[src/rtl/pipe_id_exe_stage_pkg.sv]
// Shared definitions for the ID/EXE stage: ALU opcodes and the EXE control word.
package pipe_id_exe_stage_pkg;

  localparam logic [3:0] ALUC_ADD  = 4'b0000;
  localparam logic [3:0] ALUC_SUB  = 4'b0100;
  localparam logic [3:0] ALUC_AND  = 4'b0001;
  localparam logic [3:0] ALUC_OR   = 4'b0101;
  localparam logic [3:0] ALUC_XOR  = 4'b0010;
  localparam logic [3:0] ALUC_LUI  = 4'b0110;
  localparam logic [3:0] ALUC_SLL  = 4'b0011;
  localparam logic [3:0] ALUC_SRL  = 4'b0111;
  localparam logic [3:0] ALUC_SRA  = 4'b1111;
  localparam logic [3:0] ALUC_HAMM = 4'b1011;

  typedef struct packed {
    logic       wreg;
    logic       m2reg;
    logic       wmem;
    logic       aluimm;
    logic       shift;
    logic       jal;
    logic [3:0] aluc;
  } ctrl_t;

  // A bubble does nothing anywhere downstream.
  localparam ctrl_t BUBBLE = '0;

  function automatic ctrl_t make_ctrl(
    input logic       wreg,
    input logic       m2reg,
    input logic       wmem,
    input logic       aluimm,
    input logic       shift,
    input logic       jal,
    input logic [3:0] aluc
  );
    ctrl_t c;
    c.wreg   = wreg;
    c.m2reg  = m2reg;
    c.wmem   = wmem;
    c.aluimm = aluimm;
    c.shift  = shift;
    c.jal    = jal;
    c.aluc   = aluc;
    return c;
  endfunction

endpackage

[src/rtl/pipe_id_exe_stage_if.sv]
// Bundle of ID inputs, MEM/WB bypass inputs and EXE outputs of the ID/EXE stage.
interface pipe_id_exe_stage_if #(
  parameter int DW = 32,
  parameter int RW = 5
);
  logic          flush;
  logic          d_wreg;
  logic          d_m2reg;
  logic          d_wmem;
  logic          d_aluimm;
  logic          d_shift;
  logic          d_jal;
  logic [3:0]    d_aluc;
  logic [RW-1:0] d_rs;
  logic [RW-1:0] d_rt;
  logic [RW-1:0] d_rn;
  logic [DW-1:0] d_qa;
  logic [DW-1:0] d_qb;
  logic [DW-1:0] d_imm;
  logic [4:0]    d_sa;
  logic [DW-1:0] d_pc4;
  logic          m_wreg;
  logic [RW-1:0] m_rn;
  logic [DW-1:0] m_res;
  logic          w_wreg;
  logic [RW-1:0] w_rn;
  logic [DW-1:0] w_data;
  logic          stall;
  logic [DW-1:0] alu_a;
  logic [DW-1:0] alu_b;
  logic [3:0]    alu_aluc;
  logic          e_wreg;
  logic          e_m2reg;
  logic          e_wmem;
  logic          e_jal;
  logic [RW-1:0] e_rn;
  logic [DW-1:0] e_sdata;
  logic [DW-1:0] e_pc8;

  modport master (
    output flush, d_wreg, d_m2reg, d_wmem, d_aluimm, d_shift, d_jal, d_aluc,
           d_rs, d_rt, d_rn, d_qa, d_qb, d_imm, d_sa, d_pc4,
           m_wreg, m_rn, m_res, w_wreg, w_rn, w_data,
    input  stall, alu_a, alu_b, alu_aluc, e_wreg, e_m2reg, e_wmem, e_jal,
           e_rn, e_sdata, e_pc8
  );

  modport slave (
    input  flush, d_wreg, d_m2reg, d_wmem, d_aluimm, d_shift, d_jal, d_aluc,
           d_rs, d_rt, d_rn, d_qa, d_qb, d_imm, d_sa, d_pc4,
           m_wreg, m_rn, m_res, w_wreg, w_rn, w_data,
    output stall, alu_a, alu_b, alu_aluc, e_wreg, e_m2reg, e_wmem, e_jal,
           e_rn, e_sdata, e_pc8
  );
endinterface

[src/rtl/pipe_id_exe_stage_fwd_mux.sv]
// Operand bypass: picks MEM result, then WB data, else the register-file value.
module fwd_mux #(
  parameter int DW = 32,
  parameter int RW = 5
) (
  input  logic [RW-1:0] src,
  input  logic [DW-1:0] q,
  input  logic          m_wreg,
  input  logic [RW-1:0] m_rn,
  input  logic [DW-1:0] m_res,
  input  logic          w_wreg,
  input  logic [RW-1:0] w_rn,
  input  logic [DW-1:0] w_data,
  output logic [DW-1:0] fwd
);

  // Register 0 is hard-wired, so it is never bypassed.
  always_comb begin
    fwd = q;
    if (src != '0) begin
      if (m_wreg && (m_rn == src)) begin
        fwd = m_res;
      end else if (w_wreg && (w_rn == src)) begin
        fwd = w_data;
      end
    end
  end

endmodule

[src/rtl/pipe_id_exe_stage.sv]
// ID/EXE pipeline register with EXE operand forwarding and load-use stall detection.
module pipe_id_exe_stage
  import pipe_id_exe_stage_pkg::*;
#(
  parameter int DW = 32,
  parameter int RW = 5
) (
  input  logic               clock,
  input  logic               reset,
  pipe_id_exe_stage_if.slave bus
);

  ctrl_t         ctrl_reg, ctrl_next;
  logic [RW-1:0] rs_reg, rs_next;
  logic [RW-1:0] rt_reg, rt_next;
  logic [RW-1:0] rn_reg, rn_next;
  logic [DW-1:0] qa_reg, qa_next;
  logic [DW-1:0] qb_reg, qb_next;
  logic [DW-1:0] imm_reg, imm_next;
  logic [4:0]    sa_reg, sa_next;
  logic [DW-1:0] pc8_reg, pc8_next;
  logic          stall_int;
  logic          load_en;

  logic [RW-1:0] src_sel [2];
  logic [DW-1:0] q_sel   [2];
  logic [DW-1:0] fwd_val [2];

  // The instruction in EXE is a load whose result the ID instruction needs now.
  assign stall_int = ctrl_reg.m2reg && (rn_reg != '0) &&
                     ((rn_reg == bus.d_rs) || (rn_reg == bus.d_rt));
  assign load_en   = !(bus.flush || stall_int);

  always_comb begin
    ctrl_next = BUBBLE;
    rs_next   = '0;
    rt_next   = '0;
    rn_next   = '0;
    qa_next   = '0;
    qb_next   = '0;
    imm_next  = '0;
    sa_next   = '0;
    pc8_next  = '0;
    if (load_en) begin
      ctrl_next = make_ctrl(bus.d_wreg, bus.d_m2reg, bus.d_wmem, bus.d_aluimm,
                            bus.d_shift, bus.d_jal, bus.d_aluc);
      rs_next   = bus.d_rs;
      rt_next   = bus.d_rt;
      rn_next   = bus.d_rn;
      qa_next   = bus.d_qa;
      qb_next   = bus.d_qb;
      imm_next  = bus.d_imm;
      sa_next   = bus.d_sa;
      pc8_next  = bus.d_pc4 + {{(DW-3){1'b0}}, 3'd4};
    end
  end

  always_ff @(posedge clock) begin
    if (reset) begin
      ctrl_reg <= BUBBLE;
      rs_reg   <= '0;
      rt_reg   <= '0;
      rn_reg   <= '0;
      qa_reg   <= '0;
      qb_reg   <= '0;
      imm_reg  <= '0;
      sa_reg   <= '0;
      pc8_reg  <= '0;
    end else begin
      ctrl_reg <= ctrl_next;
      rs_reg   <= rs_next;
      rt_reg   <= rt_next;
      rn_reg   <= rn_next;
      qa_reg   <= qa_next;
      qb_reg   <= qb_next;
      imm_reg  <= imm_next;
      sa_reg   <= sa_next;
      pc8_reg  <= pc8_next;
    end
  end

  assign src_sel[0] = rs_reg;
  assign src_sel[1] = rt_reg;
  assign q_sel[0]   = qa_reg;
  assign q_sel[1]   = qb_reg;

  // Index 0 bypasses the rs operand, index 1 the rt operand.
  generate
    for (genvar gi = 0; gi < 2; gi++) begin : g_fwd
      fwd_mux #(.DW(DW), .RW(RW)) u_fwd (
        .src    (src_sel[gi]),
        .q      (q_sel[gi]),
        .m_wreg (bus.m_wreg),
        .m_rn   (bus.m_rn),
        .m_res  (bus.m_res),
        .w_wreg (bus.w_wreg),
        .w_rn   (bus.w_rn),
        .w_data (bus.w_data),
        .fwd    (fwd_val[gi])
      );
    end
  endgenerate

  assign bus.stall    = stall_int;
  assign bus.alu_a    = ctrl_reg.shift  ? {{(DW-5){1'b0}}, sa_reg} : fwd_val[0];
  assign bus.alu_b    = ctrl_reg.aluimm ? imm_reg : fwd_val[1];
  assign bus.alu_aluc = ctrl_reg.aluc;
  assign bus.e_wreg   = ctrl_reg.wreg;
  assign bus.e_m2reg  = ctrl_reg.m2reg;
  assign bus.e_wmem   = ctrl_reg.wmem;
  assign bus.e_jal    = ctrl_reg.jal;
  assign bus.e_rn     = rn_reg;
  assign bus.e_sdata  = fwd_val[1];
  assign bus.e_pc8    = pc8_reg;

endmodule

[src/flat_wrapper.sv]
// flat-port wrapper written by rule: the top's interface ports become plain ports
module pipe_id_exe_stage_flat import pipe_id_exe_stage_pkg::*;
#(
  parameter int DW = 32,
  parameter int RW = 5
)
  (clock, reset, bus_flush, bus_d_wreg, bus_d_m2reg, bus_d_wmem, bus_d_aluimm, bus_d_shift, bus_d_jal, bus_d_aluc, bus_d_rs, bus_d_rt, bus_d_rn, bus_d_qa, bus_d_qb, bus_d_imm, bus_d_sa, bus_d_pc4, bus_m_wreg, bus_m_rn, bus_m_res, bus_w_wreg, bus_w_rn, bus_w_data, bus_stall, bus_alu_a, bus_alu_b, bus_alu_aluc, bus_e_wreg, bus_e_m2reg, bus_e_wmem, bus_e_jal, bus_e_rn, bus_e_sdata, bus_e_pc8);
  pipe_id_exe_stage_if #(.DW(DW), .RW(RW)) bus_i ();
  input  logic clock;
  input  logic reset;
  input wire logic [$bits(bus_i.flush)-1:0] bus_flush;
  input wire logic [$bits(bus_i.d_wreg)-1:0] bus_d_wreg;
  input wire logic [$bits(bus_i.d_m2reg)-1:0] bus_d_m2reg;
  input wire logic [$bits(bus_i.d_wmem)-1:0] bus_d_wmem;
  input wire logic [$bits(bus_i.d_aluimm)-1:0] bus_d_aluimm;
  input wire logic [$bits(bus_i.d_shift)-1:0] bus_d_shift;
  input wire logic [$bits(bus_i.d_jal)-1:0] bus_d_jal;
  input wire logic [$bits(bus_i.d_aluc)-1:0] bus_d_aluc;
  input wire logic [$bits(bus_i.d_rs)-1:0] bus_d_rs;
  input wire logic [$bits(bus_i.d_rt)-1:0] bus_d_rt;
  input wire logic [$bits(bus_i.d_rn)-1:0] bus_d_rn;
  input wire logic [$bits(bus_i.d_qa)-1:0] bus_d_qa;
  input wire logic [$bits(bus_i.d_qb)-1:0] bus_d_qb;
  input wire logic [$bits(bus_i.d_imm)-1:0] bus_d_imm;
  input wire logic [$bits(bus_i.d_sa)-1:0] bus_d_sa;
  input wire logic [$bits(bus_i.d_pc4)-1:0] bus_d_pc4;
  input wire logic [$bits(bus_i.m_wreg)-1:0] bus_m_wreg;
  input wire logic [$bits(bus_i.m_rn)-1:0] bus_m_rn;
  input wire logic [$bits(bus_i.m_res)-1:0] bus_m_res;
  input wire logic [$bits(bus_i.w_wreg)-1:0] bus_w_wreg;
  input wire logic [$bits(bus_i.w_rn)-1:0] bus_w_rn;
  input wire logic [$bits(bus_i.w_data)-1:0] bus_w_data;
  output wire logic [$bits(bus_i.stall)-1:0] bus_stall;
  output wire logic [$bits(bus_i.alu_a)-1:0] bus_alu_a;
  output wire logic [$bits(bus_i.alu_b)-1:0] bus_alu_b;
  output wire logic [$bits(bus_i.alu_aluc)-1:0] bus_alu_aluc;
  output wire logic [$bits(bus_i.e_wreg)-1:0] bus_e_wreg;
  output wire logic [$bits(bus_i.e_m2reg)-1:0] bus_e_m2reg;
  output wire logic [$bits(bus_i.e_wmem)-1:0] bus_e_wmem;
  output wire logic [$bits(bus_i.e_jal)-1:0] bus_e_jal;
  output wire logic [$bits(bus_i.e_rn)-1:0] bus_e_rn;
  output wire logic [$bits(bus_i.e_sdata)-1:0] bus_e_sdata;
  output wire logic [$bits(bus_i.e_pc8)-1:0] bus_e_pc8;
  assign bus_i.flush = bus_flush;
  assign bus_i.d_wreg = bus_d_wreg;
  assign bus_i.d_m2reg = bus_d_m2reg;
  assign bus_i.d_wmem = bus_d_wmem;
  assign bus_i.d_aluimm = bus_d_aluimm;
  assign bus_i.d_shift = bus_d_shift;
  assign bus_i.d_jal = bus_d_jal;
  assign bus_i.d_aluc = bus_d_aluc;
  assign bus_i.d_rs = bus_d_rs;
  assign bus_i.d_rt = bus_d_rt;
  assign bus_i.d_rn = bus_d_rn;
  assign bus_i.d_qa = bus_d_qa;
  assign bus_i.d_qb = bus_d_qb;
  assign bus_i.d_imm = bus_d_imm;
  assign bus_i.d_sa = bus_d_sa;
  assign bus_i.d_pc4 = bus_d_pc4;
  assign bus_i.m_wreg = bus_m_wreg;
  assign bus_i.m_rn = bus_m_rn;
  assign bus_i.m_res = bus_m_res;
  assign bus_i.w_wreg = bus_w_wreg;
  assign bus_i.w_rn = bus_w_rn;
  assign bus_i.w_data = bus_w_data;
  assign bus_stall = bus_i.stall;
  assign bus_alu_a = bus_i.alu_a;
  assign bus_alu_b = bus_i.alu_b;
  assign bus_alu_aluc = bus_i.alu_aluc;
  assign bus_e_wreg = bus_i.e_wreg;
  assign bus_e_m2reg = bus_i.e_m2reg;
  assign bus_e_wmem = bus_i.e_wmem;
  assign bus_e_jal = bus_i.e_jal;
  assign bus_e_rn = bus_i.e_rn;
  assign bus_e_sdata = bus_i.e_sdata;
  assign bus_e_pc8 = bus_i.e_pc8;
  pipe_id_exe_stage #(.DW(DW), .RW(RW)) u_core (.clock(clock), .reset(reset), .bus(bus_i));
endmodule
[config.mk]
export PLATFORM = sky130hd
export DESIGN_NAME = pipe_id_exe_stage_flat
export DESIGN_NICKNAME = d
export VERILOG_FILES = /design/src/rtl/pipe_id_exe_stage_pkg.sv /design/src/rtl/pipe_id_exe_stage_if.sv /design/src/rtl/pipe_id_exe_stage_fwd_mux.sv /design/src/rtl/pipe_id_exe_stage.sv /design/src/flat_wrapper.sv
export SDC_FILE = /design/constraint.sdc
export NUM_CORES = 1
export LEC_CHECK = 0
export CORE_AREA = 3 3 146 148
export CTS_CLUSTER_SIZE = 25
export DETAILED_ROUTE_END_ITERATION = 8
export DIE_AREA = 0 0 149 151
export PLACE_DENSITY = 0.81
export REMOVE_ABC_BUFFERS = 1
export SYNTH_ARGS = -nofsm -noshare
export SYNTH_HDL_FRONTEND = slang
export SYNTH_SLANG_ARGS = --single-unit
[constraint.sdc]
create_clock -name clock -period 4.48 [get_ports clock]
set_input_delay 0.448 -clock clock [delete_from_list [all_inputs] [get_ports clock]]
set_output_delay 0.448 -clock clock [all_outputs]
set_load 0.03 [all_outputs]
After elaboration in Yosys (flattened, before gate mapping)
Index checks and enable logic that the tools add are counted.
{"block": "op_classes", "add_sub_neg": 1, "n_eq_ne": 6, "n_mux": 8, "n_reduce_logical": 12}
{"op": "$mux W32", "count": 8}
{"op": "$add A32 B3 Y32 const B", "count": 1}
{"op": "$eq A5 B5 Y1", "count": 6}
{"op": "$reduce_bool A5 Y1", "count": 3}
{"op": "$logic_and A1 B1 Y1", "count": 6}
{"op": "$logic_or A1 B1 Y1", "count": 2}
{"op": "$reduce_or A2 Y1", "count": 1}
{"block": "word_totals", "reg_bits": 158, "input_bits": 237, "out_inout_bits": 142, "word_cells": 42}

Longest topological paths before layout
{"block": "logic_depth", "depth_word": 6, "ltp_mapped": 8, "ltp_nobuf": 6}

Cells and area by module
Synthesis repeated with hierarchy kept, for this count alone.
{"block": "hier_totals", "cells_unflattened": 705, "hier_area_um2": 7398.3}
{"mod": "pipe_id_exe_stage", "instances": 1, "cells_each": 509, "area_per_inst_um2": 5554.1, "seq_area_each_um2": 3163.0}
{"mod": "fwd_mux", "instances": 2, "cells_each": 98, "area_per_inst_um2": 922.1, "seq_area_each_um2": 0.0}

Worst setup path after synthesis
OpenSTA, ideal clock, no wires.
{"block": "synth_timing", "kind": "input to output", "start": "input port bus_m_rn[3]", "end": "output port bus_alu_a[11]", "arrival_time_ns": 2.332, "required_time_ns": 4.032, "setup_slack_ns": 1.700, "stages": 8, "n_path_buf": 2, "cell_sequence": "xnor2_1 nand4_1 or2_2 clkbuf_1 clkbuf_1 a31oi_1 nor2_1 nor3_1"}
{"block": "synth_via", "elab_chain_len": 5}
{"item": "start, declared", "line_no": "flat_wrapper.sv:28", "rtl": "input wire logic [$bits(bus_i.m_rn)-1:0] bus_m_rn;"}
{"item": "$eq A5 B5 Y1", "line_no": "pipe_id_exe_stage_fwd_mux.sv:21", "rtl": "if (m_wreg && (m_rn == src)) begin"}
{"item": "$logic_and A1 B1 Y1", "line_no": "pipe_id_exe_stage_fwd_mux.sv:21"}
{"item": "$mux W32", "line_no": "pipe_id_exe_stage_fwd_mux.sv:21"}
{"item": "$mux W32", "line_no": "pipe_id_exe_stage_fwd_mux.sv:20", "rtl": "if (src != '0) begin"}
{"item": "$mux W32", "line_no": "pipe_id_exe_stage.sv:105", "rtl": "assign bus.alu_a = ctrl_reg.shift ? {{(DW-5){1'b0}}, sa_reg} : fwd_val[0];"}
{"item": "end, declared", "line_no": "flat_wrapper.sv:34", "rtl": "output wire logic [$bits(bus_i.alu_a)-1:0] bus_alu_a;"}
No other way between the ends.

Worst setup path in the final report
{"block": "layout_timing", "start": "register u_core.rt_reg[0]", "end": "output port bus_alu_b[4]"}
{"block": "layout_via", "elab_chain_len": 6, "word_cells_on_any_way": 9, "classes_between": "eq/ne: 2; mux: 4; reduce/logical: 3"}
{"item": "start, declared", "line_no": "pipe_id_exe_stage.sv:15", "rtl": "logic [RW-1:0] rt_reg, rt_next;"}
{"item": "start signal, assigned", "line_no": "pipe_id_exe_stage.sv:72", "rtl": "rt_reg <= rt_next;"}
{"item": "$eq A5 B5 Y1", "line_no": "pipe_id_exe_stage_fwd_mux.sv:23", "rtl": "end else if (w_wreg && (w_rn == src)) begin"}
{"item": "$logic_and A1 B1 Y1", "line_no": "pipe_id_exe_stage_fwd_mux.sv:23"}
{"item": "$mux W32", "line_no": "pipe_id_exe_stage_fwd_mux.sv:23"}
{"item": "$mux W32", "line_no": "pipe_id_exe_stage_fwd_mux.sv:21"}
{"item": "$mux W32 (*)", "line_no": "pipe_id_exe_stage_fwd_mux.sv:20"}
{"item": "$mux W32 (*)", "line_no": "pipe_id_exe_stage.sv:106", "rtl": "assign bus.alu_b = ctrl_reg.aluimm ? imm_reg : fwd_val[1];"}
{"item": "end, declared", "line_no": "flat_wrapper.sv:35", "rtl": "output wire logic [$bits(bus_i.alu_b)-1:0] bus_alu_b;"}
Mark *: on every way between the ends. The rest lies on a longest branch, timed or not.

==> results.sh <==
export IMPL_status="finished, final reports clean"
export IMPL_cts_sinks=158
export IMPL_p_per_area_mw_per_mm2=313.7
export IMPL_grt_pass1_wl_microns=38940
export IMPL_ir_drop_mv=0.2157
export IMPL_final_layout_size_suffix_gt1_share_pct=8.673
export IMPL_post_cts_setup_buffers=0
export IMPL_cts_buffers_inserted=17
export IMPL_finish_instance_area_sq_mm=0.01166
export IMPL_ys_seq_area_share_pct=44.71
export IMPL_yosysWarnings=0
export IMPL_hold_buffers=0
export IMPL_wl_microns=26400
export IMPL_cap_violations=0
export IMPL_synthesis_area_sq_mm=0.007074
export IMPL_area_growth_syn_to_layout_pct=64.84
export IMPL_critical_path_class="reg2out"
export IMPL_period_minus_slack_ps=3965
export IMPL_fillCellCount=1769
export IMPL_syn_avg_cell_area_sq_um=8.887
export IMPL_htreeDepth=4
export IMPL_synth_cell_types=32
export IMPL_synthCells=796
export IMPL_rsz0062_at_grt="false"
export IMPL_max_stage_delay_ps=750
export IMPL_final_max_slew_viol_count=0
export IMPL_drc=0
export IMPL_end_kind="primary output"
export IMPL_hpwl_microns=19640
export IMPL_vias=7083
export IMPL_fin_skew_ps=15.48
export IMPL_ys_ff_latch=158
export IMPL_hold_violations=0
export IMPL_cp_start_kind="flop"
export IMPL_ios=379
export IMPL_nNetsFinal=1378
export IMPL_drtPass1Iterations=5
export IMPL_die_w_microns=149
export IMPL_globalplace_congestion=0.8984
export IMPL_clockRootBuffer="clkbuf_16"
export IMPL_critPathMaxFanout=32
export IMPL_path_delay_family="simple AND/OR/NAND/NOR gates"
export IMPL_grt_usage_pct=22.25
export IMPL_wl_per_cell_microns=18.54
export IMPL_path_clk_slew_ps=80
export IMPL_fp_row_count=52
export IMPL_period_share_pct=88.51
export IMPL_initial_core_util_pct=35.07
export IMPL_fp_dieArea_sq_mm=0.02250
export IMPL_setup_ws_ps=514.8
export IMPL_core_area_sq_mm=0.02017
export IMPL_port_buffer_count=378
export IMPL_hp_class="in2reg"
export IMPL_drtAntennaViolNets=0
export IMPL_cts_tree="yes"
export IMPL_grt_pass1_vias=7150
export IMPL_crit_slowest_cell="nor2_4"
export IMPL_p_leak_nw=4.636
export IMPL_path_buf_inv=1
export IMPL_crit_path_frequent_cell="nor2_4"
export IMPL_drt_iter0_markers=305
export IMPL_setup_tns_ps=0
export IMPL_place_ws_ps=702.6
export IMPL_grt_max_degree=117
export IMPL_setup_viol=0
export IMPL_crit_chain="or4_4 > nor2_4 > nor3_2 > nor2_4 > a221o_1 > mux2_2 > clkdlybuf4s50_1"
export IMPL_clock_latency_ps=420
export IMPL_antenna_found_initial=1
export IMPL_grt_ovfl_total=0
export IMPL_required_ps=4030
export IMPL_worst_pin_slew_ps=1008
export IMPL_die_h_microns=151
export IMPL_cts_resized=0
export IMPL_cts_max_path_buffers=2
export IMPL_arrival_ps=3520
export IMPL_multi_input_comb_area_sq_mm=0.003553
export IMPL_fin_hold_ws_ps=577.1
export IMPL_max_freq_mhz=252.2
export IMPL_seqCellArea_sq_mm=0.003166
export IMPL_slew_headroom_pct=32.81
export IMPL_viasPerCell=4.974
export IMPL_postPlaceCellArea_sq_mm=0.01107
-- through the flow --
step                total power [mW]  cells  util, %
floorplan                      1.817    734        -
global placement               2.235   1391    54.88
detailed placement             2.244   1391    54.88
CTS                            3.694   1423    57.80
global route                   3.800   1424    57.82
finish                         3.658   1424    57.82
-- layout by cell type, fill, tap and decap left out, drive strengths merged --
| cell | n |
|---|---|
| and4 | 2 |
| diode | 1 |
| nand3 | 15 |
| inv | 38 |
| and2 | 129 |
| nand2 | 19 |
| nor3 | 63 |
| or2 | 2 |
| a221o | 32 |
| o21ai | 1 |
| nand4 | 6 |
| or4 | 3 |
| dfxtp | 158 |
| clkbuf | 17 |
| clkinv | 4 |
| buf | 23 |
| and3 | 42 |
| o22a | 1 |
| xor2 | 28 |
| a21oi | 1 |
| ha | 1 |
| a31oi | 27 |
| clkdlybuf4s50 | 364 |
| nor2 | 96 |
| or3 | 6 |
| o31ai | 10 |
| nor4 | 1 |
| xnor2 | 30 |
| mux2 | 32 |
| clkinvlp | 2 |
-- Yosys cell counts, drive strengths merged --
library cell	instances	area share (%)
a221o	32	4.5
xnor2	30	3.7
a21oi	1	0.071
o22a	1	0.12
and2	129	11
nand3	15	1.1
nor4	1	0.30
and3	42	3.7
and4	2	0.25
a31oi	27	2.4
or4	3	0.37
mux2	32	5.1
or3	6	0.53
dfxtp	158	45
xor2	28	3.5
o31ai	10	1.1
ha	1	0.18
buf	19	1.7
nor2	96	5.2
clkbuf	43	2.3
nand4	6	0.53
o21ai	1	0.071
nor3	63	4.5
nand2	19	1.0
inv	29	1.5
or2	2	0.18
-- logic make-up (layout without fill, tap and decap cells) --
kind of cell | count (synthesis) | count (layout) | synth area share [%]
simple gates | 384 | 384 | 29.08
flops | 158 | 158 | 44.71
buf+inv | 91 | 448 | 5.518
compound gates | 72 | 72 | 8.242
xor+xnor | 58 | 58 | 7.181
mux | 32 | 32 | 5.094
fa+ha+maj | 1 | 1 | 0.1768
other cells | 0 | 1 | 0
-- worst paths after layout --
| check | from | endpoint | slack [ps] | depth (start not counted) |
|---|---|---|---|---|
| setup / recovery | u_core.rt_reg[0] | bus_alu_b[4] | 510 | 7 |
| hold / removal | bus_d_shift | u_core.ctrl_reg[5] | 580 | 2 |
| setup reg to reg | u_core.bus.e_rn[0] | u_core.qb_reg[5] | 1660 | 6 |
| hold reg to reg | u_core.bus.e_m2reg | u_core.bus.e_rn[4] | 1060 | 4 |
-- where the power goes --
part | total [mW] | switching (mW) | leakage, nW | internal (mW)
logic | 0.719 | 0.332 | 3.05 | 0.387
clock network | 1.45 | 0.694 | 0.283 | 0.751
registers | 1.49 | 0.0317 | 1.30 | 1.46
-- layout make-up --
cell class / instances / area share (%)
clock buffer: 17 / 3.648
antenna: 1 / 0.02146
clock inverter: 15 / 1.406
sequential: 158 / 27.15
timing repair buffer: 387 / 33.48
tap: 270 / 2.897
multi-input combinational: 547 / 30.47
inverter: 29 / 0.9335
-- layer usage --
metal / vias up / wire (microns) / track usage, % / part of all wire, %
met3: 44 / 2868 / 8.558 / 11
li1: 3386 / - / - / -
met1: 3296 / 9444 / 23.24 / 36
met5: - / 0 / 0 / 0
met2: 357 / 13320 / 40.37 / 50
met4: 0 / 765 / 8.604 / 2.9
Note: power is estimated with default switching activity, not from simulation.
==> edit (same flow settings) <==
`qb_reg` no longer has a reset.
--- a/src/rtl/pipe_id_exe_stage.sv
+++ b/src/rtl/pipe_id_exe_stage.sv
@@ -62,7 +62,6 @@
       rt_reg   <= '0;
       rn_reg   <= '0;
       qa_reg   <= '0;
-      qb_reg   <= '0;
       imm_reg  <= '0;
       sa_reg   <= '0;
       pc8_reg  <= '0;
@@ -72,11 +71,14 @@
       rt_reg   <= rt_next;
       rn_reg   <= rn_next;
       qa_reg   <= qa_next;
-      qb_reg   <= qb_next;
       imm_reg  <= imm_next;
       sa_reg   <= sa_next;
       pc8_reg  <= pc8_next;
     end
+  end
+
+  always_ff @(posedge clock) begin
+    qb_reg <= qb_next;
   end
 
   assign src_sel[0] = rs_reg;
Formal check against the unedited RTL: not equivalent (a bounded check fails within 4 cycles, from zero or initial values; the reset may be asserted at any time).
==> edit against the original RTL <==
Die area unchanged. Synthesized area increased by 8.7%. Total power increased by 4.7%. Setup slack improved by 0.088 ns. Cell area increased by 4.8%. First-iteration DRC count decreased by 11%. Fmax increased by 2.3%. Wire length increased by 6.1%. Sequential cell count unchanged. Non-clock buffer count increased by 5. Global-route usage increased by 1.6 points. Combinational power increased by 13%.
==> edit: results (changes against the original RTL) <==
- Final nets: 1465 (+6.3%)
- Gr usage total: 23.8% (+1.6 points)
- First-pass iteration count of the detailed router: 4 (-1)
- Mapped Cells: 884 (+11%)
- FF-to-FF path depth: 5 (-1)
- Final Skew: 0.0113 ns (-0.00419 ns)
- Initial drt markers: 270 (-11%)
- Metal3 WL: 2660 µm (-7.3%)
- Slew HR: 33.0% (+0.17 points)
- Peak VDD IR: 0.267 mV (+24%)
- Synth top area cells: dfxtp_1, and2_1, xnor2_1
- GPL Wtd Cong: 0.865 (-3.7%)
- Setup crit start: u_core.rt_reg[3]
- Final period util: 86.6% (-2.0 points)
- Critical Path Max Stage Delay: 0.79 ns (+0.04 ns)
- Top Layer Used: met5
- Place WS: 0.687 ns (-0.0156 ns)
- GRT met1 Usage: 24.2% (+0.98 points)
- CP max FO: 23 (-28%)
- Data arrival, critical path: 3.43 ns (-0.09 ns)
- R2R Path End: u_core.qa_reg[27]
- Synth Area in Compound Gates: 14.1% (+5.9 points)
- Met2 WL post-DR: 14000 µm (+4.8%)
- Pin count of the biggest net entering global routing: 127 (+8.5%)
- Vias in the first global route: 7699 (+7.7%)
- CP endpoint: bus_e_sdata[2]
- Routed length per instance: 18.6 µm (about the same)
- Status: finished clean
- Post-DP HPWL: 20500 µm (+4.4%)
- Post-synth top cells: and2_1, dfxtp_1, nor2_1
- WL final: 28000 µm (+6.1%)
- First-pass GRT wire length: 41500 µm (+6.5%)
- Met3 Use GR: 8.80% (+0.24 points)
- Area after DPL: 0.0116 mm² (+4.8%)
- Initial antenna violation count: 3 (+2)
- Layout filler cell count: 1752 (-0.96%)
- Leak: 4.94 nW (+6.5%)
- Hold Crit Class: input port to flip-flop
- Yosys top cell area share: 41.1% (-3.6 points)
- Post-DR vias/cell: 5.04 (+1.3%)
- Post-synthesis mux area share: 4.16% (-0.93 points)
- Hold_sp: bus_d_aluc[1]
- Post-CTS Setup Bufs: 0 (unchanged)
- Met1 wire length: 10300 µm (+9.0%)
- Post-Synth XOR/XNOR Area: 6.60% (-0.58 points)
- R2R setup slack: 2.24 ns (+0.58 ns)
- Sequential fraction of the synthesis area: 41.1% (-3.6 points)
- Synth Area in Adders: 0.163% (-0.014 points)
- Hold EP: u_core.bus.alu_aluc[1]
## edit: changes by cell type after synthesis, sizes merged, moves of 27 or more
cell,before,now
a2111oi,0,27
a221o,32,0
a32oi,0,32
and2,129,163
and3,42,4
inv,29,60
mux2,32,0
mux2i,0,32
nor2,96,65
nor2b,0,34
o21ai,1,32
o2bb2ai,0,32
## edit: power by group through the flow
| stage | clock network (mW) | registers, mW | logic [mW] |
|---|---|---|---|
| 4_1_cts | 1.56 | 1.50 | 0.814 |
| 5_1_grt | 1.63 | 1.50 | 0.860 |
| 3_3_place_gp | 0 | 1.53 | 0.803 |
| 6_report | 1.52 | 1.50 | 0.809 |
| 3_5_place_dp | 0 | 1.53 | 0.811 |
| 2_1_floorplan | 0 | 1.56 | 0.316 |
## edit: cell type report
type | instances | share of cell area, %
multi-input combinational | 598 | 33.0
timing repair buffer | 392 | 31.4
sequential | 158 | 25.9
clock buffer | 19 | 3.54
tap | 270 | 2.77
inverter | 60 | 1.84
clock inverter | 12 | 1.51
antenna | 1 | 0.0205
